$ cat src/rtl/seq_det_pkg.sv
// Shared constants and helpers for the programmable serial pattern detector.
// Reset defaults reproduce the legacy overlapping "1101" detector.
package seq_det_pkg;

  localparam logic [3:0] DEFAULT_PATTERN = 4'b1101;
  localparam int         DEFAULT_LEN     = 4;
  localparam logic       DEFAULT_OVERLAP = 1'b1;

  // Compare path is built at this fixed width so helpers stay parameter-free.
  localparam int MASK_W = 64;

  function automatic int clamp_len(input int cfg_len, input int max_len);
    return (cfg_len > max_len) ? max_len : cfg_len;
  endfunction

  function automatic logic [MASK_W-1:0] len_mask(input int len);
    if (len >= MASK_W) return '1;
    if (len <= 0) return '0;
    return (MASK_W'(1) << len) - MASK_W'(1);
  endfunction

endpackage

$ cat src/rtl/seq_detector_param_counter.sv
// Saturating match counter; clear wins over a coincident increment.
module seq_match_counter #(
  parameter int CNT_W = 16
) (
  input  logic             clk,
  input  logic             reset,
  input  logic             inc_i,
  input  logic             clr_i,
  output logic [CNT_W-1:0] cnt_o
);

  logic [CNT_W-1:0] cnt_q, cnt_d;

  always_comb begin
    cnt_d = cnt_q;
    if (clr_i)
      cnt_d = '0;
    else if (inc_i && (cnt_q != '1))
      cnt_d = cnt_q + CNT_W'(1);
  end

  always_ff @(posedge clk) begin
    if (reset)
      cnt_q <= '0;
    else
      cnt_q <= cnt_d;
  end

  assign cnt_o = cnt_q;

endmodule

$ cat src/rtl/seq_detector_param.sv
// Runtime-programmable serial bit-pattern detector with registered match pulse
// and saturating match counter.
module seq_detector_param
  import seq_det_pkg::*;
#(
  parameter int MAX_LEN = 8,
  parameter int CNT_W   = 16,
  parameter int LEN_W   = $clog2(MAX_LEN + 1)
) (
  input  logic               clk,
  input  logic               reset,
  input  logic               cfg_load,
  input  logic [MAX_LEN-1:0] cfg_pattern,
  input  logic [LEN_W-1:0]   cfg_len,
  input  logic               cfg_overlap,
  input  logic               data_valid,
  input  logic               data_in,
  input  logic               count_clr,
  output logic               out,
  output logic [CNT_W-1:0]   match_count
);

  localparam logic [LEN_W-1:0]   FILL_MAX  = LEN_W'(MAX_LEN);
  localparam logic [MAX_LEN-1:0] RST_PAT   = MAX_LEN'(DEFAULT_PATTERN);
  localparam logic [LEN_W-1:0]   RST_LEN   = LEN_W'(clamp_len(DEFAULT_LEN, MAX_LEN));

  logic [MAX_LEN-1:0] pattern_q;
  logic [LEN_W-1:0]   len_q;
  logic               overlap_q;
  logic [MAX_LEN-1:0] hist_q, hist_d, hist_n;
  logic [LEN_W-1:0]   fill_q, fill_d, fill_n;
  logic               out_q;
  logic               accept;
  logic               match;
  logic [MASK_W-1:0]  diff;

  assign accept = data_valid && !cfg_load;
  assign hist_n = {hist_q[MAX_LEN-2:0], data_in};
  assign fill_n = (fill_q >= FILL_MAX) ? FILL_MAX : fill_q + LEN_W'(1);

  // Bits above len_q are masked off so stale history never affects a match.
  assign diff  = (MASK_W'(hist_n) ^ MASK_W'(pattern_q)) & len_mask(int'(len_q));
  assign match = accept && (len_q != '0) && (fill_n >= len_q) && (diff == '0);

  always_comb begin
    hist_d = hist_q;
    fill_d = fill_q;
    if (accept) begin
      if (match && !overlap_q) begin
        hist_d = '0;
        fill_d = '0;
      end else begin
        hist_d = hist_n;
        fill_d = fill_n;
      end
    end
  end

  always_ff @(posedge clk) begin
    if (reset) begin
      pattern_q <= RST_PAT;
      len_q     <= RST_LEN;
      overlap_q <= DEFAULT_OVERLAP;
      hist_q    <= '0;
      fill_q    <= '0;
      out_q     <= 1'b0;
    end else if (cfg_load) begin
      pattern_q <= cfg_pattern;
      len_q     <= LEN_W'(clamp_len(int'(cfg_len), MAX_LEN));
      overlap_q <= cfg_overlap;
      hist_q    <= '0;
      fill_q    <= '0;
      out_q     <= 1'b0;
    end else begin
      hist_q    <= hist_d;
      fill_q    <= fill_d;
      out_q     <= match;
    end
  end

  seq_match_counter #(.CNT_W(CNT_W)) u_cnt (
    .clk   (clk),
    .reset (reset),
    .inc_i (match),
    .clr_i (count_clr),
    .cnt_o (match_count)
  );

  assign out = out_q;

endmodule

$ cat config.mk
export PLATFORM = sky130hd
export DESIGN_NAME = seq_detector_param
export DESIGN_NICKNAME = d
export VERILOG_FILES = /design/src/rtl/seq_det_pkg.sv /design/src/rtl/seq_detector_param_counter.sv /design/src/rtl/seq_detector_param.sv
export SDC_FILE = /design/constraint.sdc
export NUM_CORES = 1
export LEC_CHECK = 0
export ABC_AREA = 1
export ABC_CLOCK_PERIOD_IN_PS = 2600
export CORE_MARGIN = 4
export CORE_UTILIZATION = 45
export CTS_BUF_LIST = sky130_fd_sc_hd__clkbuf_2 sky130_fd_sc_hd__clkbuf_4 sky130_fd_sc_hd__clkbuf_8
export DETAILED_ROUTE_END_ITERATION = 12
export GPL_TIMING_DRIVEN = 0
export MAX_ROUTING_LAYER = met4
export PLACE_DENSITY = 0.75
export SLEW_MARGIN = 30
export SYNTH_ARGS = -nofsm -noshare
export SYNTH_HDL_FRONTEND = slang
export SYNTH_SLANG_ARGS = --single-unit
$ cat constraint.sdc
create_clock -name clk -period 2.6 [get_ports clk]
set_input_delay 0.26 -clock clk [delete_from_list [all_inputs] [get_ports clk]]
set_output_delay 0.26 -clock clk [all_outputs]
set_load 0.005 [all_outputs]
==> key figures <==
Timing
  – Worst clock skew on the final layout: 0.00830 ns
  – Final Hold Viols: 0
  – Actual slew at the worst max-slew pin: 0.498 ns
  – Relative max-transition margin: between 60% and 70%
  – # setup viols final: 0
  – Unrepaired setup endpoints after global routing: false
  – Setup TNS: 0 ns
  – Max Clk Rate: 428 MHz
  – Crit share post-route: 89.8%
  – Pins over their slew limit: 0
  – Crit path time final: 2.34 ns

Placement
  – Placer's final routability congestion estimate: 0.898
  – Detailed placer's ending HPWL: 4.26 mm
  – Placed Instances: 439
  – Count of input and output buffers: 35

Detailed routing
  – Residual DRC count: 0
  – Per-cell via count in the routed design: 5.19
  – Iteration-0 DRC count of the detailed router: 228
  – Total wire length: 5.68 mm
  – Iteration count of the initial detailed-routing pass: 5
  – Total number of vias: 2319
  – Average wire length per cell after detail routing: ~13 um
  – Final ANT Viol Nets: 0

Global routing
  – Largest net degree at the start of global routing: 13
  – Global route overflow: 0
  – Global-route wire length before repair: 10.1 mm
  – Number of global-route vias before repair: 2164
  – Global-route usage over all layers: 20.4%
  – Initial antenna violation count: 0

Synthesis
  – FF+latch count, synth: between 40 and 50
  – Number of nets in the synthesized netlist: 364
  – Cell variety after synth: 29
  – Top cells by area in the synthesized netlist: sky130_fd_sc_hd__dfxtp_1 35%, sky130_fd_sc_hd__nand2_1 13%, sky130_fd_sc_hd__nor2_1 7.0%, sky130_fd_sc_hd__a21oi_1 6.7%, sky130_fd_sc_hd__nand4_1 5.9%
  – Share of synthesized registers carrying an async set or reset: 0%
  – Netlist area before placement: 2320 um2
  – Ys Warns: 0
  – Cells after synthesis: 337
  – Post-synth top area cell: sky130_fd_sc_hd__dfxtp_1
  – Share of the synthesized area in the top cell type: between 30% and 40%
  – Sequential area share after synthesis: 35.4%
  – Post-synthesis average cell area: 6.88 um2
  – Number of enable flip-flop cells after synthesis: 0
  – Most instantiated flip-flop cell in the synthesis netlist: sky130_fd_sc_hd__dfxtp_1

Layout
  – Share of the core filled with cells: between 50% and 60%
  – Fill cell total of the finished layout: 488
  – Antenna Cells: 0
  – Number of nets in the final layout: roughly 410
  – Leading cell type in the layout, fill and taps excluded: sky130_fd_sc_hd__nand2_1
  – Commonest cells after routing, fill and taps aside: 83 x sky130_fd_sc_hd__nand2_1, 43 x sky130_fd_sc_hd__nor2_1, 41 x sky130_fd_sc_hd__dfxtp_1
  – Synthesis-to-layout area growth: 22.8%
  – Fin cells: 447
  – Fraction of final layout cells with drive strength greater than 1: 6.84%

Setup path
  – Critical path data required time: about 2.8 ns
  – Reg2Reg Depth: 13
  – Crit-path most repeated cell: sky130_fd_sc_hd__inv_1
  – Slowest cell on crit path: sky130_fd_sc_hd__dfxtp_1
  – CP endpoint kind: flop
  – Worst setup path start: fill_q[0]
  – Worst path cell trace: inv_1 -> ha_1 -> nand2_1 -> inv_1 -> ha_1 -> inv_1 -> nor2_1 -> o211ai_1 -> nand3_4 -> nand3_1 -> buf_2 -> nand2_1 -> a21oi_1
  – Reg2Reg Launch Point: fill_q[0]
  – Type of the setup path with the least slack: flop to flop
  – End point of the critical path: hist_q[5]
  – CP Depth: 13
  – Highest net fanout along the worst path: 10
  – Arrival time at the worst endpoint: 2.55 ns
  – Number of buffer and inverter stages on the critical path: 4
  – Largest delay contributor family on the critical path: adder cells
  – Critical Path Source Type: flop
  – Reg2reg end: hist_q[5]
  – Slowest cell delay on critical path: 0.38 ns
  – R2R Setup Slk: 0.26 ns

Pwr
  – Worst IR drop on VDD: roughly 0.31 mV
  – Total internal power: 0.000898 W
  – Share of total power consumed by net switching: 26.0%
  – Part of the power in combinational logic: 11.5%
  – Part of the power in registers: 54.0%
  – Leakage power: 1.07 nW
  – Total power per unit cell area: 426 nW/um2
  – Total design power: approximately 0.0012 W
  – Net switching component of the power: 0.000315 W
  – Share of total power in the clock network: 34.5%

Die
  – Standard-cell rows: 25
  – DIE AREA: 6360 um2
  – Io pins: 36
  – Die height: 79.8 um
  – DIE WIDTH: about 80 um
  – Area of the core: slightly below 5000 um2
  – Initial Utilization: a little under half

Min path
  – Min-Delay Path Class: flop to flop

Run status
  – Result of the run: completed

Job
  – Max-cap violations: 0

CTS
  – Number of clock buffers inserted by TritonCTS: 5
  – Count of clock tree sinks: 41
  – CTS clk-pin slew, worst paths: approximately 0.080 ns
  – CTS tree: built
  – Root buffer cell: sky130_fd_sc_hd__clkbuf_8
  – Worst-Skew Late Latency: 0.29 ns
  – Total number of H-tree levels: 2
  – Number of buffers between clock root and the deepest sink: 2
[per-layer routing]
layer  GRT usage, %  share of wire [%]  up-vias
met1           29.0                 50     1038
met5              -                  0        -
met2           29.5                 43       78
met3           2.82                5.4       13
met4           7.09                2.0        0
li1               -                  -     1190
[state kept, by name (all words and copies together), names as in the netlist]
signal       cells
out              1
pattern_q        8
u_cnt.cnt_o     16
len_q            4
fill_q           4
overlap_q        1
hist_q           7
[kinds of logic after synthesis]
| logic type | after synthesis | share of synthesized area [%] |
|---|---|---|
| xor gates and xnor gates | 15 | 5.67 |
| buffers and inverters | 43 | 7.94 |
| and+or+nand+nor | 183 | 35.9 |
| adders and majority gates | 8 | 4.32 |
| AOI/OAI and AO/OA | 47 | 10.7 |
| DFF | 41 | 35.4 |
[through the flow]
| stage | worst slack (ns) | hold slack (ns) | instance area, um2 |
|---|---|---|---|
| finish | 0.265 | 0.477 | 2850 |
| floorplan | 0.558 | 0.338 | 2320 |
| global placement | 0.295 | 0.455 | 2750 |
| detailed placement | 0.251 | 0.465 | 2750 |
| CTS | 0.221 | 0.477 | 2840 |
| global route | 0.0279 | 0.505 | 2850 |
[worst register-to-register path: stages, from the launching register on]
cell and delay, ns:
sky130_fd_sc_hd__dfxtp_1 0.38, sky130_fd_sc_hd__inv_1 0.07, sky130_fd_sc_hd__ha_1 0.29, sky130_fd_sc_hd__nand2_1 0.08, sky130_fd_sc_hd__inv_1 0.05, sky130_fd_sc_hd__ha_1 0.28
sky130_fd_sc_hd__inv_1 0.06, sky130_fd_sc_hd__nor2_1 0.03, sky130_fd_sc_hd__o211ai_1 0.23, sky130_fd_sc_hd__nand3_4 0.20, sky130_fd_sc_hd__nand3_1 0.15, sky130_fd_sc_hd__buf_2 0.23
sky130_fd_sc_hd__nand2_1 0.07, sky130_fd_sc_hd__a21oi_1 0.14
[cell usage after synthesis, types with 2 or more instances]
master	count
sky130_fd_sc_hd__nand2_1	83
sky130_fd_sc_hd__nor2_1	43
sky130_fd_sc_hd__dfxtp_1	41
sky130_fd_sc_hd__a21oi_1	31
sky130_fd_sc_hd__inv_1	27
sky130_fd_sc_hd__nand4_1	22
sky130_fd_sc_hd__nand3_1	19
sky130_fd_sc_hd__o21ai_0	9
sky130_fd_sc_hd__xor2_1	9
sky130_fd_sc_hd__ha_1	8
sky130_fd_sc_hd__clkbuf_1	7
sky130_fd_sc_hd__nor3_1	7
sky130_fd_sc_hd__xnor2_1	6
sky130_fd_sc_hd__buf_2	3
sky130_fd_sc_hd__inv_2	3
sky130_fd_sc_hd__buf_6	2
sky130_fd_sc_hd__nand3_2	2
sky130_fd_sc_hd__nor2_4	2
sky130_fd_sc_hd__o211ai_1	2
sky130_fd_sc_hd__o21ai_1	2
[how the worst min path moves through the flow]
stage / start / end / slack, ns / depth (start not counted)
after global routing: pattern_q[3] / pattern_q[3] / 0.51 / 2
after CTS: fill_q[3] / fill_q[3] / 0.48 / 2
after global placement: fill_q[3] / fill_q[3] / 0.45 / 2
final: pattern_q[5] / pattern_q[5] / 0.48 / 2
after floorplan: reset / len_q[3] / 0.34 / 1
after detailed placement: fill_q[3] / fill_q[3] / 0.46 / 2
[power by group through the flow]
stage	clock [W]	combinational [W]	sequential, W
after floorplan	0	0.0000864	0.000666
after global routing	0.000458	0.000158	0.000657
after detailed placement	0	0.000137	0.000669
after global placement	0	0.000136	0.000669
final	0.000418	0.000140	0.000655
after CTS	0.000432	0.000138	0.000655
[timing repair]
item / in CTS / in global routing
setup buffers: 0 / 0
hold buffers: 0 / 0
gates resized for setup: 0 / 1
endpoints found under the setup margin: 0 / 9
[layout make-up]
type	count	area, um2	share of cell area (%)
inverter	30	113	3.96
clock inverter	2	10.0	0.352
multi-input combinational	253	1320	46.4
timing repair buffer	35	350	12.3
buffer	13	71.3	2.51
clock buffer	6	76.3	2.68
tap	67	83.8	2.95
sequential	41	821	28.8
(Power assumes the default switching activity.)
